### src/rtl/fft_iter_bf_sequencer.sv
`default_nettype none
// ============================================================================
// Module   : fft_iter_bf_sequencer
// Purpose  : Stage/butterfly walker for an in-place radix-2 DIT FFT; issues
//            RAM/ROM reads, stages butterfly operands and writes results back.
// Revision : 1.0  initial release
// ============================================================================
module fft_iter_bf_sequencer #(
    parameter int N        = 16,
    parameter int LOG2_PTS = 4
) (
    input  logic                          i_clk,
    input  logic                          i_rst_n,
    input  logic                          i_start,
    output logic                          o_busy,
    output logic                          o_done,
    output logic [$clog2(LOG2_PTS):0]     o_stage,
    output logic                          o_rd_en,
    output logic [LOG2_PTS-1:0]           o_rd_addr_a,
    output logic [LOG2_PTS-1:0]           o_rd_addr_b,
    output logic [LOG2_PTS-2:0]           o_tw_addr,
    input  logic [N-1:0]                  i_rd_Are,
    input  logic [N-1:0]                  i_rd_Aim,
    input  logic [N-1:0]                  i_rd_Bre,
    input  logic [N-1:0]                  i_rd_Bim,
    input  logic [N-1:0]                  i_Wre,
    input  logic [N-1:0]                  i_Wim,
    output logic [N-1:0]                  o_Are,
    output logic [N-1:0]                  o_Aim,
    output logic [N-1:0]                  o_Bre,
    output logic [N-1:0]                  o_Bim,
    output logic [N-1:0]                  o_Wre,
    output logic [N-1:0]                  o_Wim,
    output logic                          o_bf_valid,
    input  logic [N-1:0]                  i_X_re,
    input  logic [N-1:0]                  i_X_im,
    input  logic [N-1:0]                  i_Y_re,
    input  logic [N-1:0]                  i_Y_im,
    output logic                          o_wr_en,
    output logic [LOG2_PTS-1:0]           o_wr_addr_a,
    output logic [LOG2_PTS-1:0]           o_wr_addr_b,
    output logic [N-1:0]                  o_wr_X_re,
    output logic [N-1:0]                  o_wr_X_im,
    output logic [N-1:0]                  o_wr_Y_re,
    output logic [N-1:0]                  o_wr_Y_im
);

    localparam int SW = $clog2(LOG2_PTS) + 1;
    localparam int KW = LOG2_PTS - 1;

    localparam logic [SW-1:0]       C_LAST_STAGE = SW'(LOG2_PTS - 1);
    localparam logic [SW-1:0]       C_STAGE_ONE  = SW'(1);
    localparam logic [KW-1:0]       C_LAST_K     = {KW{1'b1}};
    localparam logic [KW-1:0]       C_K_ONE      = KW'(1);
    localparam logic [LOG2_PTS-1:0] C_ONE        = LOG2_PTS'(1);
    localparam logic [1:0]          C_DRAIN_LAST = 2'd2;

    typedef enum logic [1:0] {
        S_IDLE  = 2'd0,
        S_RUN   = 2'd1,
        S_DRAIN = 2'd2,
        S_DONE  = 2'd3
    } state_t;

    state_t          r_state, w_state_nxt;
    logic [KW-1:0]   r_k, w_k_nxt;
    logic [SW-1:0]   r_stage, w_stage_nxt;
    logic [1:0]      r_dcnt, w_dcnt_nxt;

    always_ff @(posedge i_clk or negedge i_rst_n) begin
        if (!i_rst_n) begin
            r_state <= S_IDLE;
            r_k     <= '0;
            r_stage <= '0;
            r_dcnt  <= '0;
        end else begin
            r_state <= w_state_nxt;
            r_k     <= w_k_nxt;
            r_stage <= w_stage_nxt;
            r_dcnt  <= w_dcnt_nxt;
        end
    end

    always_comb begin
        w_state_nxt = r_state;
        w_k_nxt     = r_k;
        w_stage_nxt = r_stage;
        w_dcnt_nxt  = r_dcnt;
        case (r_state)
            S_IDLE: begin
                if (i_start) begin
                    w_state_nxt = S_RUN;
                    w_k_nxt     = '0;
                    w_stage_nxt = '0;
                end
            end
            S_RUN: begin
                if (r_k == C_LAST_K) begin
                    w_state_nxt = S_DRAIN;
                    w_dcnt_nxt  = '0;
                end else begin
                    w_k_nxt = r_k + C_K_ONE;
                end
            end
            S_DRAIN: begin
                // Three drain cycles let the last write of this stage land
                // before the next stage reads.
                if (r_dcnt == C_DRAIN_LAST) begin
                    if (r_stage == C_LAST_STAGE) begin
                        w_state_nxt = S_DONE;
                    end else begin
                        w_state_nxt = S_RUN;
                        w_stage_nxt = r_stage + C_STAGE_ONE;
                        w_k_nxt     = '0;
                    end
                end else begin
                    w_dcnt_nxt = r_dcnt + 2'd1;
                end
            end
            default: begin
                w_state_nxt = S_IDLE;
            end
        endcase
    end

    // Addresses are derived from next-state counters so the read port is registered.
    logic                w_run_nxt;
    logic [LOG2_PTS-1:0] w_kx, w_mask, w_pos, w_addr_a, w_addr_b, w_tw_full;

    always_comb begin
        w_run_nxt = (w_state_nxt == S_RUN);
        w_kx      = {1'b0, w_k_nxt};
        w_mask    = (C_ONE << w_stage_nxt) - C_ONE;
        w_pos     = w_kx & w_mask;
        w_addr_a  = ((w_kx >> w_stage_nxt) << (w_stage_nxt + C_STAGE_ONE)) | w_pos;
        w_addr_b  = w_addr_a | (C_ONE << w_stage_nxt);
        w_tw_full = w_pos << (C_LAST_STAGE - w_stage_nxt);
    end

    logic                r_rd_vld;
    logic [LOG2_PTS-1:0] r_addr_a_d1, r_addr_b_d1, r_addr_a_d2, r_addr_b_d2;

    always_ff @(posedge i_clk or negedge i_rst_n) begin
        if (!i_rst_n) begin
            o_busy      <= 1'b0;
            o_done      <= 1'b0;
            o_stage     <= '0;
            o_rd_en     <= 1'b0;
            o_rd_addr_a <= '0;
            o_rd_addr_b <= '0;
            o_tw_addr   <= '0;
        end else begin
            o_busy      <= (w_state_nxt == S_RUN) || (w_state_nxt == S_DRAIN);
            o_done      <= (w_state_nxt == S_DONE);
            o_stage     <= w_stage_nxt;
            o_rd_en     <= w_run_nxt;
            o_rd_addr_a <= w_run_nxt ? w_addr_a : '0;
            o_rd_addr_b <= w_run_nxt ? w_addr_b : '0;
            o_tw_addr   <= w_run_nxt ? w_tw_full[KW-1:0] : '0;
        end
    end

    always_ff @(posedge i_clk or negedge i_rst_n) begin
        if (!i_rst_n) begin
            r_rd_vld    <= 1'b0;
            r_addr_a_d1 <= '0;
            r_addr_b_d1 <= '0;
            r_addr_a_d2 <= '0;
            r_addr_b_d2 <= '0;
            o_bf_valid  <= 1'b0;
            o_Are       <= '0;
            o_Aim       <= '0;
            o_Bre       <= '0;
            o_Bim       <= '0;
            o_Wre       <= '0;
            o_Wim       <= '0;
            o_wr_en     <= 1'b0;
            o_wr_addr_a <= '0;
            o_wr_addr_b <= '0;
            o_wr_X_re   <= '0;
            o_wr_X_im   <= '0;
            o_wr_Y_re   <= '0;
            o_wr_Y_im   <= '0;
        end else begin
            r_rd_vld    <= o_rd_en;
            r_addr_a_d1 <= o_rd_addr_a;
            r_addr_b_d1 <= o_rd_addr_b;
            o_bf_valid  <= r_rd_vld;
            r_addr_a_d2 <= r_addr_a_d1;
            r_addr_b_d2 <= r_addr_b_d1;
            if (r_rd_vld) begin
                o_Are <= i_rd_Are;
                o_Aim <= i_rd_Aim;
                o_Bre <= i_rd_Bre;
                o_Bim <= i_rd_Bim;
                o_Wre <= i_Wre;
                o_Wim <= i_Wim;
            end
            o_wr_en     <= o_bf_valid;
            o_wr_addr_a <= r_addr_a_d2;
            o_wr_addr_b <= r_addr_b_d2;
            if (o_bf_valid) begin
                o_wr_X_re <= i_X_re;
                o_wr_X_im <= i_X_im;
                o_wr_Y_re <= i_Y_re;
                o_wr_Y_im <= i_Y_im;
            end
        end
    end

endmodule
`default_nettype wire

### config.mk
export PLATFORM = sky130hd
export DESIGN_NAME = fft_iter_bf_sequencer
export DESIGN_NICKNAME = d
export VERILOG_FILES = /design/src/rtl/fft_iter_bf_sequencer.sv
export SDC_FILE = /design/constraint.sdc
export NUM_CORES = 1
export LEC_CHECK = 0
export ABC_AREA = 0
export BUFFER_PORTS_ARGS = -buffer_cell sky130_fd_sc_hd__buf_2
export CAP_MARGIN = 20
export CELL_PAD_IN_SITES_DETAIL_PLACEMENT = 0
export CELL_PAD_IN_SITES_GLOBAL_PLACEMENT = 1
export CORE_ASPECT_RATIO = 0.5
export CORE_UTILIZATION = 40
export DETAILED_ROUTE_END_ITERATION = 12
export PLACE_DENSITY_LB_ADDON = 0.3
export RECOVER_POWER = 50
export SLEW_MARGIN = 25
export SYNTH_ARGS = -nofsm -noshare
export SYNTH_HDL_FRONTEND = slang
export SYNTH_SLANG_ARGS = --single-unit
### constraint.sdc
create_clock -name i_clk -period 5.1 [get_ports i_clk]
set_input_delay 0.765 -clock i_clk [delete_from_list [all_inputs] [get_ports i_clk]]
set_output_delay 0.765 -clock i_clk [all_outputs]
set_load 0.1 [all_outputs]
==> metrics, run 1 <==
DRC violations left=0; hold-fix buffers at CTS=0; drt pass-1 iters=4; crit path launch type=flop; post-layout util=54.75%; CTS tree=built; Slew Limit Headroom=-133.8%; Synth Flop Type=dfrtp_1; largest net degree at the start of global routing=128; Initial Utilization=41.15%; WL per Instance=17.45 um; Clock Path Buffers=3; area leader, netlist=dfrtp_1; RSZ-0062 raised after global routing=false; fin crit period=3.496 ns; Die Wd=202.8 um; max-slew violations=159; # rows=36; layout cell share with drive strength beyond 1=64.07%; gr ovfl total=0; design area=10730 um2; Worst Path Max Fanout=65; syn_nets=685; unique cell type count in the Yosys netlist=55; Clk Latency, worst-skew pair=0.48 ns; synthesized instance count=512; EDFF count, synth=0; HP Class=reg -> reg; clock skew=0.006579 ns; Commonest cells post-synth=dfrtp_1, mux2_2, nand2_1; via density per instance=4.741; PortBufs=349; maximum clock frequency=0.2861 GHz; Final period util=68.54%; post-synthesis async set-or-reset flop share=100.0%; failing checks=capacitance limit, slew limit; post-synth top area share=65.49%; actual slew at the worst max-slew pin=3.508 ns; Final setup viols=0; CTS resizes=0; core footprint=19590 um2; Synthesis Warnings=0; max_cap viols=3; Post-CTS Setup Inserts=0; DR vias=5409; crit path kind=reg -> reg; Critical Path RT=5.46 ns; final wirelength=19910 um; crit path capture type=flop; Layout Nets=1037; FILL cells=1703; ANT nets after route=0; Final Non-Filler Cells=1141; initial antenna violation count=2; worst endpoint data arrival time=3.85 ns; Synth area leaders=dfrtp_1, mux2_2, ha_1; DP Wirelength=14770 um; outcome=finished with violations; die area=20760 um2; RePlAce Congestion=0.8166; flops & latches, synth=211; first-pass GRT wire length=29780 um; Fin Setup TNS=0 ns; Worst-path clk slew=0.07 ns; most frequent cell after synthesis=dfrtp_1; Area growth syn-to-layout=33.05%; Seq/Total Area, Yosys=65.49%; Post-Synthesis Cell Area=8063 um2; Mean Syn Cell Area=15.75 um2; gr usage total=18.39%; Inserted Clock Buffers=19; I/O pin cnt=350; DRT iter0 DRCs=241; chip height=102.4 um; placed cells=1108; Sink Count=211; dpl cell area=10070 um2; CTS H-tree lvls=1; vias in the first global route=5290; Fin. Hold Viols=0; CTS root buf=clkbuf_16
-- worst paths after layout --
path                                start        endpoint  slack (ns)  cells after the start
setup / recovery               o_bf_valid   o_wr_X_re[14]        1.60                      2
hold / removal             r_addr_b_d1[2]  r_addr_b_d2[2]        0.34                      0
setup reg to reg               o_bf_valid   o_wr_X_re[14]        1.60                      2
hold reg to reg            r_addr_b_d1[2]  r_addr_b_d2[2]        0.34                      0
max in group asynchronous         i_rst_n       r_dcnt[1]        2.71                      2
min in group asynchronous         i_rst_n   o_wr_X_re[11]        1.01                      1
-- cells in the final DEF, fill, tap and decap left out, types with 5 or more instances in the layout --
cell       instances
a21oi_1            9
dfrtp_1          210
nand3_1            6
buf_2            348
clkbuf_1           5
mux2_2           160
ha_1              10
nand2_1           16
inv_1              7
o22ai_1            5
clkbuf_16         19
-- per-stage QoR --
stage / setup WS (ns) / hold WS [ns]
finish: 1.604 / 0.3416
global route: 1.318 / 0.3546
CTS: 2.166 / 0.3491
detailed placement: 2.181 / 0.3356
global placement: 2.270 / 0.3314
floorplan: 1.887 / 0.3312
-- logic make-up (layout without fill, tap and decap cells) --
group	after synthesis	after routing	share of synthesized area, %
AO/OA/AOI/OAI	45	45	4.423
buffers and inverters	32	394	1.986
other	0	1	0
XOR/XNOR	4	4	0.4346
AND/OR/NAND/NOR	47	47	3.398
flip-flops	211	211	65.49
adder cells (fa/ha/maj)	10	10	1.552
multiplexers	163	163	22.72
-- layer usage --
metal / track usage, % / wire length (um) / up-vias
met4: 3.528 / 277 / 2
met5: 0 / 13 / -
met3: 3.954 / 911 / 24
li1: - / - / 2528
met1: 23.23 / 8160 / 2728
met2: 33.11 / 10550 / 127
-- cell type report --
type / instances / area [um2] / share of cell area, %
tap: 266 / 332.8 / 3.102
antenna: 1 / 2.502 / 0.02333
clock inverter: 7 / 138.9 / 1.295
multi-input combinational: 269 / 2615 / 24.38
timing repair buffer: 353 / 1804 / 16.82
inverter: 10 / 38.79 / 0.3616
clock buffer: 24 / 514.2 / 4.794
sequential: 211 / 5281 / 49.23
-- critical path: stages (launching register included) --
cell and delay, ns:
dfrtp_2 0.36, clkbuf_1 2.46, mux2_2 0.50
-- registers in the layout, summed over array words and instances (netlist names), 2 cells and up --
name	cells
o_Aim	16
o_Are	16
o_Bim	16
o_Bre	16
o_Wim	16
o_Wre	16
o_wr_X_im	16
o_wr_X_re	16
o_wr_Y_im	16
o_wr_Y_re	16
o_rd_addr_a	4
o_rd_addr_b	4
o_wr_addr_a	4
o_wr_addr_b	4
r_addr_a_d1	4
r_addr_a_d2	4
r_addr_b_d1	4
r_addr_b_d2	4
o_stage	3
o_tw_addr	3
r_k	3
r_dcnt	2
r_state	2
Power of run 1 is not shown: default switching activity piles up to over one toggle a cycle in this logic, so the estimate is an artifact.
==> run 2: changes to the inputs <==
--- a/config.mk
+++ b/config.mk
@@ -11,7 +11,7 @@
 export CELL_PAD_IN_SITES_DETAIL_PLACEMENT = 0
 export CELL_PAD_IN_SITES_GLOBAL_PLACEMENT = 1
 export CORE_ASPECT_RATIO = 0.5
-export CORE_UTILIZATION = 40
+export CORE_UTILIZATION = 37
 export DETAILED_ROUTE_END_ITERATION = 12
 export PLACE_DENSITY_LB_ADDON = 0.3
 export RECOVER_POWER = 50
==> constraint.sdc (replaced) <==
create_clock -name i_clk -period 3.47 [get_ports i_clk]
set_input_delay 0.5205 -clock i_clk [delete_from_list [all_inputs] [get_ports i_clk]]
set_output_delay 0.5205 -clock i_clk [all_outputs]
set_load 0.1 [all_outputs]
==> run 2 against run 1 <==
The flow still finishes with violations (capacitance limit, slew limit). First-iteration DRC count increased by 10%. Non-clock buffer count increased by 4. Worst setup slack lost 1.1 ns. Via count grew 1.3%. Global-route usage fell by 1.2 points. Largest cell class unchanged. Clock skew down 0.00053 ns. Sequential share of layout area shrank 0.52 points. Critical path depth grew 11. Register-to-register slack got worse by 1.1 ns. Critical endpoint is now o_rd_addr_b[3]. Cell count grew 3.0%. Wire length is 1.8% lower.
==> metrics, run 2 (synthesis gave the netlist of run 1 again) <==
outcome=finished with violations; failing checks=capacitance limit, slew limit; Post-CTS Setup Inserts=0; max_cap viols=2; initial antenna violation count=0; R2R depth=13; actual slew at the worst max-slew pin=2.378 ns; HP Class=in -> reg; Area growth syn-to-layout=34.45%; CTS root buf=clkbuf_16; clock skew=0.006049 ns; n_diodes=0; largest net degree at the start of global routing=82; core footprint=20970 um2; met1 wire length=7845 um; Fin Setup TNS=0 ns; leading cell types in the layout, fill and taps excluded=buf_2, dfrtp_1, mux2_2, clkbuf_16, nand2_1; worst endpoint data arrival time=3.40 ns; CTS tree=built; via density per instance=4.663; gr usage total=17.16%; Final setup viols=0; routed length on met3=759 um; die area=22420 um2; Sink Count=211; fin crit period=2.986 ns; I/O pin cnt=350; PortBufs=349; CTS resizes=0; hold_sp=i_Wre[0]; Critical Path RT=3.88 ns; drt pass-1 iters=4; reg-to-reg slack, setup=0.48 ns; Layout Nets=1042; Clk Latency, worst-skew pair=0.48 ns; gr ovfl total=0; RePlAce Congestion=0.8231; Slew Limit Headroom=-58.56%; hold depth=2; Die Wd=210.8 um; vias in the first global route=5518; chip height=106.4 um; Worst Hold End=o_Wre[0]; WL per Instance=16.65 um; Fin. Hold Viols=0; RR Startpoint=r_dcnt[0]; metal2 WL=10580 um; layout cell share with drive strength beyond 1=64.10%; Initial Utilization=38.45%; Clock Path Buffers=3; most common cell after layout, fill and taps aside=buf_2; DRC violations left=0; # rows=37; first-pass GRT wire length=30710 um; pre-CTS setup slack=0.5547 ns; CTS H-tree lvls=1; RSZ-0062 raised after global routing=false; Final period util=86.04%; FILL cells=1854; Inserted Clock Buffers=20; max-slew violations=140; crit path capture type=flop; DP Wirelength=14530 um; final wirelength=19560 um; crit path launch type=flop; max layer used=met4; hold-fix buffers at CTS=0; Worst Path Max Fanout=7; reg2reg end=o_rd_addr_b[3]; maximum clock frequency=0.3349 GHz; ANT nets after route=0; DR vias=5479; crit path kind=reg -> reg; DRT iter0 DRCs=266; final setup margin=0.4843 ns; Worst-path clk slew=0.06 ns
==> run 2: changes by cell type in the layout (fill, tap and decap cells not counted), sizes merged <==
| cell | previous run | this run |
|---|---|---|
| clkbuf | 26 | 36 |
| inv | 10 | 9 |
| diode | 1 | 0 |
==> run 2: worst max path at each step <==
stage,from,to,depth (start not counted)
finish,r_dcnt[0],o_rd_addr_b[3],13
floorplan,o_stage[0],o_tw_addr[2],11
global route,r_dcnt[0],o_rd_addr_b[2],12
detailed placement,r_dcnt[0],o_rd_addr_b[2],12
CTS,r_dcnt[0],o_rd_addr_b[2],12
global placement,r_dcnt[0],o_rd_addr_b[2],12
==> run 2: final cells by class <==
cell class              instances  area, um2  share of cell area, %
multi-input cells             269       2623                  24.19
inverters                      10      38.79                 0.3578
repair buffers                357       1804                  16.64
clock inverters                 6      130.1                  1.200
clock buffers                  30      599.3                  5.529
flip-flops and latches        211       5280                  48.71
well taps                     292      365.4                  3.370
==> run 2: per-layer routing <==
layer / up-vias / global-route usage (%)
li1: 2539 / -
met1: 2785 / 21.42
met2: 130 / 31.35
met3: 25 / 2.482
met4: 0 / 4.089
met5: - / 0
==> run 2: worst max-delay path, cell delays in order (launching register included) <==
cell	delay, ns
dfrtp_1	0.41
inv_1	0.07
ha_1	0.29
nand2_2	0.18
o211ai_2	0.25
and3_1	0.35
clkinv_2	0.16
ha_1	0.23
ha_1	0.28
nand2_1	0.06
a31oi_2	0.30
a21o_1	0.13
o2111ai_1	0.11
o21ai_1	0.10
==> run 2: through the flow <==
| stage | cell area, um2 | instances | utilization [%] | hold slack, ns |
|---|---|---|---|---|
| detailed placement | 10150 | 1139 | 48.41 | 0.3347 |
| global route | 10840 | 1175 | 51.69 | 0.2409 |
| floorplan | 8063 | 512 | - | 0.2249 |
| global placement | 10150 | 1139 | 48.41 | 0.3318 |
| CTS | 10880 | 1175 | 51.89 | 0.08827 |
| finish | 10840 | 1175 | 51.69 | 0.2611 |
Power of run 2 is left out for the same reason.
==> run 3: changes to the inputs <==
--- a/config.mk
+++ b/config.mk
@@ -11,7 +11,8 @@
 export CELL_PAD_IN_SITES_DETAIL_PLACEMENT = 0
 export CELL_PAD_IN_SITES_GLOBAL_PLACEMENT = 1
 export CORE_ASPECT_RATIO = 0.5
-export CORE_UTILIZATION = 37
+export CORE_UTILIZATION = 39
+export CTS_BUF_LIST = sky130_fd_sc_hd__clkbuf_4
 export DETAILED_ROUTE_END_ITERATION = 12
 export PLACE_DENSITY_LB_ADDON = 0.3
 export RECOVER_POWER = 50
==> run 3 against run 2 <==
Via count is 2.4% higher. Sequential share of layout area grew 0.47 points. Worst hold slack worse by 0.13 ns. Worst setup slack got worse by 0.080 ns. Register-to-register slack worse by 0.08 ns. Maximum frequency fell by 2.6%. Clock skew increased by 0.029 ns. Utilization up 2.4 points. Cell count rose by 2.0%. Sequential cell count stayed put. The flow still finishes with violations (capacitance limit, slew limit). Wire length up 3.5%.
==> metrics, run 3 (synthesis gave the netlist of run 1 again) <==
outcome=finished with violations; failing checks=capacitance limit, slew limit; actual slew at the worst max-slew pin=1.604 ns; Clk Latency, worst-skew pair=0.62 ns; Post-CTS Setup Inserts=0; final wirelength=20250 um; Final period util=88.36%; crit-path cells=inv_1 -> ha_1 -> nand2_1 -> o211ai_2 -> and3_1 -> clkinv_2 -> ha_1 -> ha_1 -> nand2_1 -> a31oi_2 -> nand3_1 -> o22ai_1; DR vias=5608; first-pass GRT wire length=31410 um; vias in the first global route=5798; via density per instance=4.677; metal2 WL=10650 um; DRT iter0 DRCs=255; gr usage total=19.00%; design area=10750 um2; chip height=103.7 um; Final setup viols=0; Slew Limit Headroom=-6.936%; Worst Path Max Fanout=7; gr ovfl total=0; core footprint=19860 um2; DP Wirelength=14770 um; max layer used=met4; R2R depth=12; Area growth syn-to-layout=33.29%; CP most frequent cell=ha_1; crit path launch type=flop; largest net degree at the start of global routing=119; initial antenna violation count=0; Layout Nets=1069; Worst-path clk slew=0.08 ns; ANT nets after route=0; drt pass-1 iters=4; PortBufs=349; hold depth=2; Clock Path Buffers=3; CTS tree=built; DRC violations left=0; die area=21290 um2; dpl cell area=10100 um2; clock skew=0.03522 ns; Fin Setup TNS=0 ns; placed cells=1111; CTS root buf=clkbuf_4; crit path capture type=flop; maximum clock frequency=0.3262 GHz; Critical Path RT=3.99 ns; most common cell after layout, fill and taps aside=buf_2; CP max stage delay=0.41 ns; routed length on met3=1010 um; max-slew violations=92; Initial Utilization=40.59%; worst endpoint data arrival time=3.58 ns; fin crit period=3.066 ns; Final Non-Filler Cells=1199; crit path kind=reg -> reg; Sink Count=211; met1 wire length=8336 um; Fin. Hold Viols=0; CTS H-tree lvls=2; RSZ-0062 raised after global routing=false; WL per Instance=16.89 um; RePlAce Congestion=0.8322; n_diodes=0; I/O pin cnt=350; Die Wd=205.3 um; # rows=36; critical path's slowest cell=dfrtp_1; HP Class=in -> reg; Inserted Clock Buffers=48; layout cell share with drive strength beyond 1=65.81%; leading cell types in the layout, fill and taps excluded=buf_2, dfrtp_1, mux2_2, clkbuf_4, nand2_1; max_cap viols=2
-- run 3: cell count changes in the layout (fill, tap and decap cells not counted), sizes merged --
cell,delta
clkbuf,+43
clkinv,+7
bufinv,-2
buf,+1
dlygate4sd3,+1
-- run 3: area by class of cell --
cell class                 count  area (um2)
sequential                   211        5285
timing repair buffer         356        1810
fill                        1771        9117
inverter                      10       38.79
tap                          266       332.8
multi-input combinational    269        2615
clock inverter                11       93.84
clock buffer                  76       570.5
-- run 3: metal layers --
| metal | track usage, % | vias to the layer above |
|---|---|---|
| li1 | - | 2625 |
| met1 | 23.00 | 2820 |
| met2 | 33.08 | 139 |
| met3 | 5.412 | 24 |
| met4 | 5.026 | 0 |
| met5 | 0 | - |
-- run 3: timing repair --
item	in CTS	in global routing
setup endpoints to repair	0	0
hold buffers	1	0
gates resized for setup	0	0
endpoints found under the hold margin	24	0
-- run 3: through the flow --
| step | util, % | hold slack [ns] | worst slack [ns] |
|---|---|---|---|
| floorplan | - | 0.2249 | 0.2574 |
| detailed placement | 50.87 | 0.3347 | 0.5486 |
| global placement | 50.87 | 0.3310 | 0.6216 |
| CTS | 54.26 | 0.03877 | 0.5028 |
| global route | 54.10 | 0.03427 | 0.2062 |
| finish | 54.10 | 0.1293 | 0.4040 |
-- run 3: worst paths after layout --
| check | startpoint | end | slack [ns] |
|---|---|---|---|
| min | i_X_im[0] | o_wr_X_im[0] | 0.13 |
| max | r_dcnt[0] | o_rd_addr_b[2] | 0.40 |
| max in group asynchronous | i_rst_n | o_bf_valid | 0.77 |
| min reg2reg | r_addr_a_d2[2] | o_wr_addr_a[2] | 0.35 |
| min in group asynchronous | i_rst_n | r_dcnt[0] | 0.82 |
| max reg2reg | r_dcnt[0] | o_rd_addr_b[2] | 0.40 |
-- run 3: critical path, delay by kind of cell, from the launching register on --
family                   cells  cell delay [ns]
flip-flops                   1             0.41
AND/OR/NAND/NOR              4             0.81
AO/OA/AOI/OAI                3             0.75
adder cells (fa/ha/maj)      3             0.78
buffers and inverters        2             0.22
Power of run 3 is left out for the same reason.
